`config.mk`:
```
export PLATFORM = sky130hd
export DESIGN_NAME = button_bank_flat
export DESIGN_NICKNAME = d
export VERILOG_FILES = /design/src/rtl/button_pkg.sv /design/src/rtl/button_bank_if.sv /design/src/rtl/button_channel.sv /design/src/rtl/button_bank.sv /design/src/flat_wrapper.sv
export SDC_FILE = /design/constraint.sdc
export NUM_CORES = 1
export LEC_CHECK = 0
export ABC_CLOCK_PERIOD_IN_PS = 5600
export CAP_MARGIN = 10
export CORE_MARGIN = 5
export CORE_UTILIZATION = 23
export DETAILED_ROUTE_END_ITERATION = 16
export DONT_BUFFER_PORTS = 1
export PLACE_DENSITY = 0.36
export SETUP_SLACK_MARGIN = 0.2
export SYNTH_ARGS = -nofsm -noshare
export SYNTH_HDL_FRONTEND = slang
export SYNTH_SLANG_ARGS = --single-unit
```
`constraint.sdc`:
```
create_clock -name clk -period 5.6 [get_ports clk]
set_clock_uncertainty 0.2 [all_clocks]
set_input_delay 0.56 -clock clk [delete_from_list [all_inputs] [get_ports clk]]
set_output_delay 0.56 -clock clk [all_outputs]
set_load 0.005 [all_outputs]
```
`src/rtl/button_pkg.sv`:
```
// button_pkg: hold-FSM state encoding and counter sizing shared by the button bank.
package button_pkg;
    typedef enum logic [1:0] {IDLE = 2'd0, PRESSED = 2'd1, HELD = 2'd2} hold_state_t;
    // A zero-cycle parameter (repeat disabled) still needs a one-bit counter
    function automatic int cnt_w(input int n);
        return (n < 1) ? 1 : $clog2(n + 1);
    endfunction
endpackage

```
`src/rtl/button_bank_if.sv`:
```
// button_bank_if: raw button inputs and conditioned event outputs of the bank.
interface button_bank_if #(parameter int CHANNELS = 4);
    logic [CHANNELS-1:0] btn, level, press, rel, hold, rpt;
    modport master(output btn, input level, press, rel, hold, rpt);
    modport slave(input btn, output level, press, rel, hold, rpt);
endinterface

```
`src/rtl/button_channel.sv`:
```
// button_channel: one button's synchroniser, symmetric debouncer and hold/repeat FSM.
module button_channel
    import button_pkg::*;
#(
    parameter int DEBOUNCE_CYCLES = 1048575,
    parameter int HOLD_CYCLES = 50000000,
    parameter int REPEAT_CYCLES = 10000000,
    parameter bit ACTIVE_LOW = 1'b0
) (
    input  logic clk,
    input  logic rst,
    input  logic btn,
    output logic level,
    output logic press,
    output logic rel,
    output logic hold,
    output logic rpt
);
    localparam int DW = cnt_w(DEBOUNCE_CYCLES);
    localparam int HW = cnt_w(HOLD_CYCLES);
    localparam int RW = cnt_w(REPEAT_CYCLES);
    localparam logic [DW-1:0] D_MAX = DW'(DEBOUNCE_CYCLES - 1);
    localparam logic [HW-1:0] H_MAX = HW'(HOLD_CYCLES - 1);
    localparam logic [RW-1:0] R_MAX = RW'(REPEAT_CYCLES == 0 ? 0 : REPEAT_CYCLES - 1);
    logic [1:0] sync;
    logic [DW-1:0] dcnt;
    logic [HW-1:0] hcnt;
    logic [RW-1:0] rcnt;
    hold_state_t state;
    logic flip;
    // flip marks the edge on which the debounced level changes
    assign flip = (sync[1] != level) && (dcnt == D_MAX);
    always_ff @(posedge clk) begin
        if (rst) begin
            sync <= '0;
            dcnt <= '0;
            hcnt <= '0;
            rcnt <= '0;
            state <= IDLE;
            level <= 1'b0;
            press <= 1'b0;
            rel <= 1'b0;
            hold <= 1'b0;
            rpt <= 1'b0;
        end else begin
            sync <= {sync[0], btn ^ ACTIVE_LOW};
            dcnt <= (sync[1] == level || flip) ? '0 : dcnt + 1'b1;
            level <= level ^ flip;
            press <= flip & ~level;
            rel <= flip & level;
            hold <= 1'b0;
            rpt <= 1'b0;
            // a release suppresses any hold/repeat threshold reached on the same edge
            if (flip && level) begin
                state <= IDLE;
            end else if (state == IDLE) begin
                if (flip) begin
                    state <= PRESSED;
                    hcnt <= '0;
                end
            end else if (state == PRESSED) begin
                if (hcnt == H_MAX) begin
                    state <= HELD;
                    hold <= 1'b1;
                    rcnt <= '0;
                end else begin
                    hcnt <= hcnt + 1'b1;
                end
            end else if (REPEAT_CYCLES != 0) begin
                if (rcnt == R_MAX) begin
                    rpt <= 1'b1;
                    rcnt <= '0;
                end else begin
                    rcnt <= rcnt + 1'b1;
                end
            end
        end
    end
endmodule

```
`src/rtl/button_bank.sv`:
```
// button_bank: array of independent button conditioners driving level and event strobes.
module button_bank
    import button_pkg::*;
#(
    parameter int CHANNELS = 4,
    parameter int DEBOUNCE_CYCLES = 1048575,
    parameter int HOLD_CYCLES = 50000000,
    parameter int REPEAT_CYCLES = 10000000,
    parameter bit ACTIVE_LOW = 1'b0
) (
    input logic clk,
    input logic rst,
    button_bank_if.slave bus
);
    logic [CHANNELS-1:0] level, press, rel, hold, rpt;
    for (genvar i = 0; i < CHANNELS; i++) begin : g_ch
        button_channel #(
            .DEBOUNCE_CYCLES(DEBOUNCE_CYCLES),
            .HOLD_CYCLES(HOLD_CYCLES),
            .REPEAT_CYCLES(REPEAT_CYCLES),
            .ACTIVE_LOW(ACTIVE_LOW)
        ) u_ch (
            .clk(clk),
            .rst(rst),
            .btn(bus.btn[i]),
            .level(level[i]),
            .press(press[i]),
            .rel(rel[i]),
            .hold(hold[i]),
            .rpt(rpt[i])
        );
    end
    assign bus.level = level;
    assign bus.press = press;
    assign bus.rel = rel;
    assign bus.hold = hold;
    assign bus.rpt = rpt;
endmodule

```
`src/flat_wrapper.sv`:
```
// flat-port wrapper written by rule: the top's interface ports become plain ports
module button_bank_flat import button_pkg::*;
#(
    parameter int CHANNELS = 4,
    parameter int DEBOUNCE_CYCLES = 1048575,
    parameter int HOLD_CYCLES = 50000000,
    parameter int REPEAT_CYCLES = 10000000,
    parameter bit ACTIVE_LOW = 1'b0
)
  (clk, rst, bus_btn, bus_level, bus_press, bus_rel, bus_hold, bus_rpt);
  button_bank_if #(.CHANNELS(CHANNELS)) bus_i ();
  input logic clk;
  input logic rst;
  input wire logic [$bits(bus_i.btn)-1:0] bus_btn;
  output wire logic [$bits(bus_i.level)-1:0] bus_level;
  output wire logic [$bits(bus_i.press)-1:0] bus_press;
  output wire logic [$bits(bus_i.rel)-1:0] bus_rel;
  output wire logic [$bits(bus_i.hold)-1:0] bus_hold;
  output wire logic [$bits(bus_i.rpt)-1:0] bus_rpt;
  assign bus_i.btn = bus_btn;
  assign bus_level = bus_i.level;
  assign bus_press = bus_i.press;
  assign bus_rel = bus_i.rel;
  assign bus_hold = bus_i.hold;
  assign bus_rpt = bus_i.rpt;
  button_bank #(.CHANNELS(CHANNELS), .DEBOUNCE_CYCLES(DEBOUNCE_CYCLES), .HOLD_CYCLES(HOLD_CYCLES), .REPEAT_CYCLES(REPEAT_CYCLES), .ACTIVE_LOW(ACTIVE_LOW)) u_core (.clk(clk), .rst(rst), .bus(bus_i));
endmodule
```
[Word-level counts from Yosys, hierarchy flattened]
Cells that the tools add are included.
Storage, ports and cells
  flip-flop bits (word level): 316
  output and inout port bits: 20
  logic and storage cells: 220
Operators by class
  add/sub/neg operators: 12
  eq/ne operators: 36
  multiplexer cells: 52
  bitwise gates (word level): 28
  reductions and logical operators: 52
Operators with widths (count)
  26-bit two-way mux: 16
  24-bit two-way mux: 12
  26-bit by 1-bit adder with 26-bit output (second input constant): 4
  26-bit equality test (second input constant): 4
  24-bit by 1-bit adder with 24-bit output (second input constant): 4
  24-bit equality test (second input constant): 4
  20-bit by 1-bit adder with 20-bit output (second input constant): 4
  20-bit equality test (second input constant): 4
  2-bit two-way mux: 16
  4-bit OR reduction: 8
  3-bit AND reduction: 8
  2-bit inequality test (second input constant): 8
  1-bit inverter: 16
  4-bit AND reduction: 4
  2-bit nonzero test: 8
  2-bit OR reduction: 8
  1-bit AND: 8
  2-bit by 1-bit equality test with 1-bit output (second input constant): 4
  1-bit logical AND: 8
  2-bit logical NOT: 4
  1-bit two-way mux: 8
  2-bit by 1-bit inequality test with 1-bit output (second input constant): 4
  1-bit equality test: 4
  1-bit logical OR: 4
  other kinds (2): 8

[Longest topological paths before layout]
Gate-level depths: netlist of the first run.
  word-level depth: 5
  depth in mapped cells: 10
  gate-level depth less buffers: 8

[Hierarchy]
From an unflattened synthesis of the first run, not the netlist that was laid out.
Second synthesis, totals
  cell total of the unflattened synthesis: 1967
  area, all modules: 16077.9 um^2
Modules (own cells, without submodules)
  button_channel at u_core.g_ch[0].u_ch ...: times used 2, cells each 483, area an instance 3930.0 um^2, seq. area each 1581.5 um^2
  button_channel at u_core.g_ch[1].u_ch: times used 1, cells each 504, area an instance 4192.8 um^2, seq. area each 1581.5 um^2
  button_channel at u_core.g_ch[3].u_ch: times used 1, cells each 497, area an instance 4025.1 um^2, seq. area each 1581.5 um^2

[Worst setup path after synthesis of the first run]
OpenSTA, ideal clock, no wires.
  path kind: register -> register
  from: reg u_core.g_ch[0].u_ch.hcnt[0]
  to: reg u_core.g_ch[0].u_ch.rcnt[19]
  library setup time: 0.071 ns
  arrival time: 2.572 ns
  setup slack: 2.757 ns
  cell stages (with the launch flop): 9
  cells stage by stage: dfxtp_1 ha_1 nand3_2 or4_4 o31a_1 or3_1 buf_2 or4_1 a21oi_1
Between the ends
  word-level cells in the longest chain between the ends: 3
RTL lines
  start, declared: line button_channel.sv:27  | logic [HW-1:0] hcnt;
  start signal, assigned: line button_channel.sv:67  | hcnt <= hcnt + 1'b1;
  26-bit equality test: line button_channel.sv:62  | if (hcnt == H_MAX) begin
  2-bit by 1-bit inequality test with 1-bit output (no source line)
  3-bit AND reduction (no source line)
  end signal, assigned: line button_channel.sv:74  | rcnt <= rcnt + 1'b1;
  end, declared: line button_channel.sv:28  | logic [RW-1:0] rcnt;
No other way between the ends.
A chain may end at the register's enable or synchronous reset.

[Worst setup path in the final report of the first run]
  from: reg u_core.g_ch[0].u_ch.hcnt[0]
  to: reg u_core.g_ch[0].u_ch.rcnt[6]
The elaborated chain is that of the path after synthesis.

==> results of run 1 <==
## final timing paths
| kind | from | end | slack (ns) | cells after the start |
|---|---|---|---|---|
| setup / recovery | u_core.g_ch[0].u_ch.hcnt[0]$_SDFFE_PP0P_ | u_core.g_ch[0].u_ch.rcnt[6]$_SDFFE_PP0P_ | 1.99 | 7 |
| hold / removal | rst | u_core.g_ch[0].u_ch.hcnt[9]$_SDFFE_PP0P_ | 0.1 | 2 |
| setup reg to reg | u_core.g_ch[0].u_ch.hcnt[0]$_SDFFE_PP0P_ | u_core.g_ch[0].u_ch.rcnt[6]$_SDFFE_PP0P_ | 1.99 | 7 |
| hold reg to reg | u_core.g_ch[1].u_ch.sync[0]$_SDFF_PP0_ | u_core.g_ch[1].u_ch.sync[1]$_SDFF_PP0_ | 0.24 | 1 |
## layout by cell type (no fill, tap or decap), types with 14 or more instances in the layout
cell type | netlist | final
ha_1 | 16 | 16
nor3_1 | 71 | 71
xor2_1 | 51 | 51
dfxtp_1 | 316 | 316
nand2_1 | 162 | 162
a21oi_1 | 109 | 108
or3_1 | 28 | 28
a41oi_1 | 15 | 15
xnor2_1 | 20 | 20
a31oi_1 | 38 | 38
inv_1 | 30 | 29
nor4_1 | 30 | 30
o31ai_1 | 40 | 38
buf_4 | 20 | 14
nand3_1 | 105 | 105
nand4_1 | 79 | 79
o21ai_0 | 135 | 135
and2_1 | 22 | 22
and4_1 | 29 | 29
and3_1 | 48 | 48
o22ai_1 | 18 | 18
a21o_1 | 43 | 43
nor2_1 | 216 | 216
nor2b_1 | 27 | 27
clkbuf_16 | 0 | 43
## flip-flops by register name, indices dropped and copies added, names as in the netlist, named ones only
name                    cells
u_core.g_ch.u_ch.dcnt      80
u_core.g_ch.u_ch.hcnt     104
u_core.g_ch.u_ch.hold       4
u_core.g_ch.u_ch.press      4
u_core.g_ch.u_ch.rcnt      96
u_core.g_ch.u_ch.rel        4
u_core.g_ch.u_ch.rpt        4
u_core.g_ch.u_ch.state      8
u_core.g_ch.u_ch.sync       8
## worst reg2reg max path, cell delays in order, from the launching register on
cell and delay [ns]:
dfxtp_1 0.42, ha_1 0.26, nand3_2 0.15, or4_4 0.53, o31ai_1 0.52, nand2_1 0.66
or4_1 0.67, a21oi_1 0.13
## power groups by stage
stage	clock network, mW	registers (mW)	logic [mW]
4_1_cts	2.81	2.26	0.0702
6_report	2.67	2.26	0.0690
5_1_grt	2.88	2.26	0.0779
3_3_place_gp	0	2.31	0.0449
3_5_place_dp	0	2.31	0.0459
2_1_floorplan	0	2.30	0.0492
## routing by layer
layer  global-route usage [%]  share of wire [%]
met5                        0                  0
met2                     18.7                 44
met3                     2.04                3.2
met1                     16.0                 50
met4                     3.63                2.4
## stage by stage
step / power, mW / util (%) / instances
final: 5.00 / 26.3 / 2832
after global routing: 5.22 / 26.3 / 2832
after CTS: 5.14 / 26.3 / 2830
after detailed placement: 2.35 / 24.1 / 2748
after global placement: 2.35 / 24.1 / 2748
after floorplan: 2.35 / - / 1971
## cells by family (layout without fill, tap and decap cells)
family	Yosys count	count (layout)	synth area share (%)
DFF	316	316	40.0
muxes	4	4	0.253
and+or+nand+nor	923	923	30.8
adders and majority gates	16	16	1.26
xor gates and xnor gates	71	71	3.93
buffers and inverters	149	128	4.09
AOI/OAI and AO/OA	492	492	19.7
## final cells by class
type                       count  area [um2]  area share (%)
tap                          882        1100            6.13
timing repair buffer          23         219            1.22
multi-input combinational   1506        8870            49.3
clock buffer                  61        1260            7.02
sequential                   316        6330            35.1
inverter                      30         113           0.626
clock inverter                14         104           0.577
==> reports/metrics.yaml, run 1 <==
slowest_delay_ns: 0.67
antenna_found_initial: 0
drtAntennaViolNets: 0
grtUsageTotal_pct: 11.7
worstPathArrival_ns: 3.89
clockPowerShare_pct: 53.4
core_area_um2: 68500
place_congestion: 0.740
worstMarginPinSlew_ns: 1.07
num-nets-final: 1941
synthCells: 1971
drt_first_iter_violations: 842
crit_slowest_cell: "or4_1"
end_kind: "register"
fin_ws_ns: 1.99
cts.sinks: 316
cts_buffers: 42
dr.pass1.iters: 5
finalHoldViolCount: 0
top_level_ports: 26
vias: 14200
synth_fp_nets: 1993
internal-power_mw: 3.88
fp-row-count: 96
cts_tree: "yes"
area_growth_pct: 13.7
clk_pin_slew_ns: 0.06
power.leakage_nw: 5.81
cts_root_buf: "clkbuf_16"
path_delay_family: "simple AND/OR/NAND/NOR gates"
drc_errors: 0
slew_headroom_pct: 28.6
yosysMostFrequentCell: "dfxtp_1"
crit_fanout: 25
ys_warn_count: 0
hp-class: "in2reg"
seqPwrFrac_pct: 45.2
n_antenna_cell: 0
cp-start-kind: "register"
ys_seq_area_share_pct: 40.0
max_freq_mhz: 277
tns_ns: 0
fillers: 7462
synthArstFlopShare_pct: 0
p_sw_mw: 1.12
synth.top_cells.by_count: "dfxtp_1 (316), nor2_1 (216), nand2_1 (162)"
die_w_um: 272
post_cts_resized: 0
via_per_inst: 5.03
grt_pass1_vias: 13700
initial_utilization_pct: 23.1
syn_area_um2: 15800
rsz0062_at_grt: "no"
criticalPathCategory: "reg2reg"
p_comb_share_pct: 1.4
postCtsHoldBufs: 7
syn_area_per_cell_um2: 8.03
dpl_cell_area_um2: 16500
path_buf_inv: 0
worstPathRequired_ns: 5.88
portBuffers: 0
fin_area_um2: 18000
clockBufferDepth: 3
outcome: "complete, no violations"
pre_cts_ws_ns: 2.05
yosys-top-cells-area: "dfxtp_1 (40%), nor2_1 (5.1%), o21ai_0 (4.3%)"
period_share_pct: 64.5
yosysTopAreaCellShare_pct: 40.0
place_hpwl_mm: 27.8
wl_per_cell_um: 15.8
htree_levels: 2
powerDensity_nw_per_um2: 278
synth.largest_area_cell: "dfxtp_1"
setup_viol: 0
drv_slew: 0
postCtsSetupBuffers: 0
ys_ff_latch: 316
cap_viol_max_count: 0
grt_pass1_wl_mm: 73.3
synth_ff_type: "dfxtp_1"
worst_ir_drop_vdd_uv: 143
overflow: 0
worst_hold_slack_ns: 0.0987
grt_max_degree: 111
cp_cell_sequence: "ha_1 > nand3_2 > or4_4 > o31ai_1 > nand2_1 > or4_1 > a21oi_1"
die_area_um2: 74200
die_h_um: 272
wl_mm: 44.7
drive_above_1_share_pct: 6.41
synth_edf_count: 0
clk_latency_ns: 0.55
yosysUniqueCellTypes: 72
switching_share_pct: 22.4
period_needed_ns: 3.61
Note: power is estimated with default switching activity, not from simulation.
==> run 2: changes to the inputs <==
--- a/config.mk
+++ b/config.mk
@@ -5,13 +5,14 @@
 export SDC_FILE = /design/constraint.sdc
 export NUM_CORES = 1
 export LEC_CHECK = 0
-export ABC_CLOCK_PERIOD_IN_PS = 5600
+export ABC_AREA = 1
+export ABC_CLOCK_PERIOD_IN_PS = 3000
 export CAP_MARGIN = 10
 export CORE_MARGIN = 5
 export CORE_UTILIZATION = 23
 export DETAILED_ROUTE_END_ITERATION = 16
 export DONT_BUFFER_PORTS = 1
-export PLACE_DENSITY = 0.36
+export PLACE_DENSITY = 0.37
 export SETUP_SLACK_MARGIN = 0.2
 export SYNTH_ARGS = -nofsm -noshare
 export SYNTH_HDL_FRONTEND = slang
==> constraint.sdc (replaced) <==
create_clock -name clk -period 3 [get_ports clk]
set_clock_uncertainty 0.2 [all_clocks]
set_input_delay 0.3 -clock clk [delete_from_list [all_inputs] [get_ports clk]]
set_output_delay 0.3 -clock clk [all_outputs]
set_load 0.005 [all_outputs]
==> run 2 against run 1 <==
  * Utilization increased by 0.16 points
  * Clock power rose by 110%
  * Worst setup slack worse by 1.4 ns
  * Count of clock-buffer cells in the layout increased by 7
  * Routed wire length up 30%
  * Critical endpoint is now u_core.g_ch[3].u_ch.rcnt[9]$_SDFFE_PP0P_
  * Highest routed layer unchanged
==> reports/metrics.yaml, run 2 <==
outcome: "complete, no violations"  # unchanged
synth_fp_nets: 3337  # was 1993
clk_latency_ns: 0.59  # was 0.55 ns
period_share_pct: 80.9  # was 64.5%
syn_area_um2: 19700  # was 15800 um2
syn_area_per_cell_um2: 5.94  # was 8.03 um2
fp-row-count: 107  # was 96
yosysMostFrequentCell: "nand2_1"  # was dfxtp_1
dpl_cell_area_um2: 20900  # was 16500 um2
place_congestion: 0.798  # was 0.740
grtUsageTotal_pct: 12.7  # was 11.7%
cap_viol_max_count: 0  # unchanged
worstMarginPinSlew_ns: 0.960  # was 1.07 ns
synth_edf_count: 0  # unchanged
tns_ns: 0  # unchanged
drtAntennaViolNets: 0  # unchanged
fin_ws_ns: 0.574  # was 1.99 ns
end_kind: "register"  # unchanged
max_freq_mhz: 412  # was 277 MHz
powerDensity_nw_per_um2: 441  # was 278 nW/um2
cts.sinks: 316  # unchanged
vias: 19100  # was 14200
regMostFlops: "u_core.g_ch.u_ch.hcnt"  # unchanged
total_power_mw: 9.92  # was 5.00 mW
period_needed_ns: 2.43  # was 3.61 ns
final_cell_mix: "nand2_1 (937), nor2_1 (674), inv_1 (419), dfxtp_1 (316), nand3_1 (267)"  # was dfxtp_1 (316), nor2_1 (216), nand2_1 (162), o21ai_0 (135), a21oi_1 (108)
htree_levels: 2  # unchanged
drive_above_1_share_pct: 5.78  # was 6.41%
synthCells: 3315  # was 1971
initial_utilization_pct: 23.1  # about the same
top_level_ports: 26  # unchanged
clk_pin_slew_ns: 0.05  # was 0.06 ns
min_to: "u_core.g_ch[0].u_ch.sync[0]$_SDFF_PP0_"  # was u_core.g_ch[0].u_ch.hcnt[9]$_SDFFE_PP0P_
placedCellCount: 4393  # was 2748
area_growth_pct: 14.3  # was 13.7%
cts_tree: "yes"  # unchanged
grt_pass1_vias: 18600  # was 13700
pre_cts_ws_ns: 0.399  # was 2.05 ns
num-nets-final: 3326  # was 1941
r2r_slack_ns: 0.57  # was 1.99 ns
portBuffers: 0  # unchanged
rr_startpoint: "u_core.g_ch[3].u_ch.rcnt[0]$_SDFFE_PP0P_"  # was u_core.g_ch[0].u_ch.hcnt[0]$_SDFFE_PP0P_
postCtsSetupBuffers: 0  # unchanged
core_area_um2: 85100  # was 68500 um2
r2r_end: "u_core.g_ch[3].u_ch.rcnt[9]$_SDFFE_PP0P_"  # was u_core.g_ch[0].u_ch.rcnt[6]$_SDFFE_PP0P_
die_area_um2: 91600  # was 74200 um2
reg2reg_depth: 10  # was 7
slew_headroom_pct: 36.0  # was 28.6%
via_per_inst: 4.26  # was 5.03
worstPathArrival_ns: 2.73  # was 3.89 ns
wl_mm: 58.3  # was 44.7 mm
ys_seq_area_share_pct: 32.1  # was 40.0%
cts_root_buf: "clkbuf_16"  # unchanged
worst_ir_drop_vdd_uv: 343  # was 143 uV
fin_area_um2: 22500  # was 18000 um2
wl_per_cell_um: 13.0  # was 15.8 um
yosysUniqueCellTypes: 44  # was 72
drt_first_iter_violations: 981  # was 842
ys_ff_latch: 316  # unchanged
synthArstFlopShare_pct: 0  # unchanged
mostFrequentLayoutCell: "nand2_1"  # was dfxtp_1
dr.pass1.iters: 5  # unchanged
yosys-top-cells-area: "dfxtp_1 (32%), nand2_1 (18%), nor2_1 (13%)"  # was dfxtp_1 (40%), nor2_1 (5.1%), o21ai_0 (4.3%)
ys_warn_count: 0  # unchanged
fin_cells: 4482  # was 2832
largest_reg_flops: 104  # unchanged
antenna_found_initial: 0  # unchanged
holdPathStages: 3  # was 2
synth.largest_area_cell: "dfxtp_1"  # unchanged
crit_fanout: 9  # was 25
overflow: 0  # unchanged
cts_buffers: 46  # was 42
min_from: "bus_btn[0]"  # was rst
grt_max_degree: 94  # was 111
drc_errors: 0  # unchanged
finalHoldViolCount: 0  # unchanged
place_hpwl_mm: 40.9  # was 27.8 mm
clockBufferDepth: 3  # unchanged
setup_viol: 0  # unchanged
cp-start-kind: "register"  # unchanged
synth.top_cells.by_count: "nand2_1 (937), nor2_1 (677), inv_1 (420)"  # was dfxtp_1 (316), nor2_1 (216), nand2_1 (162)
criticalPathCategory: "reg2reg"  # unchanged
drv_slew: 0  # unchanged
yosysTopAreaCellShare_pct: 32.1  # was 40.0%
die_h_um: 303  # was 272 um
worstPathRequired_ns: 3.31  # was 5.88 ns
power.leakage_nw: 8.66  # was 5.81 nW
grt_pass1_wl_mm: 98.2  # was 73.3 mm
n_antenna_cell: 0  # unchanged
hp-class: "in2reg"  # unchanged
die_w_um: 303  # was 272 um
rsz0062_at_grt: "no"  # unchanged
synth_ff_type: "dfxtp_1"  # unchanged
reg.largest.list: "u_core.g_ch.u_ch.hcnt x104, u_core.g_ch.u_ch.rcnt x96, u_core.g_ch.u_ch.dcnt x80"  # unchanged
==> run 2: cell type report <==
cell class	instances	area [um2]
clock inverter	14	193
multi-input combinational	2466	11200
tap	1144	1430
clock buffer	68	1350
inverter	426	1610
sequential	316	6330
fill	9718	62600
timing repair buffer	48	433
==> run 2: logic make-up (layout without fill, tap and decap cells) <==
family	after synthesis	in the layout	share of synthesized area, %
simple gates	2155	2155	46.7
buf+inv	533	556	11.2
flops	316	316	32.1
compound gates	240	240	6.54
xor+xnor	55	55	2.44
fa+ha+maj	16	16	1.02
==> run 2: worst max path at each step <==
| stage | startpoint | end | depth (start not counted) |
|---|---|---|---|
| after floorplan | u_core.g_ch[0].u_ch.hcnt[0]$_SDFFE_PP0P_ | u_core.g_ch[0].u_ch.rcnt[10]$_SDFFE_PP0P_ | 11 |
| after global placement | u_core.g_ch[0].u_ch.hcnt[0]$_SDFFE_PP0P_ | u_core.g_ch[0].u_ch.hcnt[10]$_SDFFE_PP0P_ | 10 |
| after detailed placement | u_core.g_ch[0].u_ch.hcnt[0]$_SDFFE_PP0P_ | u_core.g_ch[0].u_ch.hcnt[3]$_SDFFE_PP0P_ | 10 |
| after CTS | u_core.g_ch[0].u_ch.hcnt[0]$_SDFFE_PP0P_ | u_core.g_ch[0].u_ch.hcnt[3]$_SDFFE_PP0P_ | 10 |
| after global routing | u_core.g_ch[1].u_ch.rcnt[0]$_SDFFE_PP0P_ | u_core.g_ch[1].u_ch.rcnt[20]$_SDFFE_PP0P_ | 10 |
| final | u_core.g_ch[3].u_ch.rcnt[0]$_SDFFE_PP0P_ | u_core.g_ch[3].u_ch.rcnt[9]$_SDFFE_PP0P_ | 10 |
==> run 2: where the power goes <==
part	switching, mW	internal (mW)	leakage, nW
clock	2.13	3.44	0.760
combinational	0.101	0.0398	5.36
sequential	0.00437	4.21	2.55
total	2.24	7.68	8.66
==> run 2: routing by layer <==
metal,GRT usage (%),up-vias,share of wire [%]
li1,-,10400,-
met1,17.6,8500,51
met2,21.1,160,45
met3,1.73,63,2.6
met4,3.07,0,2.0
met5,0,-,0
==> run 2: critical path: stages, from the launching register on <==
cell	delay (ns)
dfxtp_1	0.35
ha_1	0.24
nand3_1	0.11
nor2_1	0.10
nand2_1	0.09
nor2_1	0.05
a21oi_1	0.73
o21ai_0	0.22
nand2_1	0.13
nand2_1	0.05
nor2_1	0.07
==> run 2: per-stage QoR <==
| stage | hold slack (ns) | utilization (%) |
|---|---|---|
| detailed placement | 0.189 | 24.5 |
| finish | 0.174 | 26.5 |
| global placement | 0.188 | 24.5 |
| CTS | 0.134 | 26.4 |
| floorplan | 0.188 | - |
| global route | 0.160 | 26.5 |
==> run 2: repair_timing <==
action / CTS / global route
endpoints found under the hold margin: 140 / 0
gates resized for setup: 0 / 1
hold buffers: 7 / 0
endpoints found under the setup margin: 0 / 14
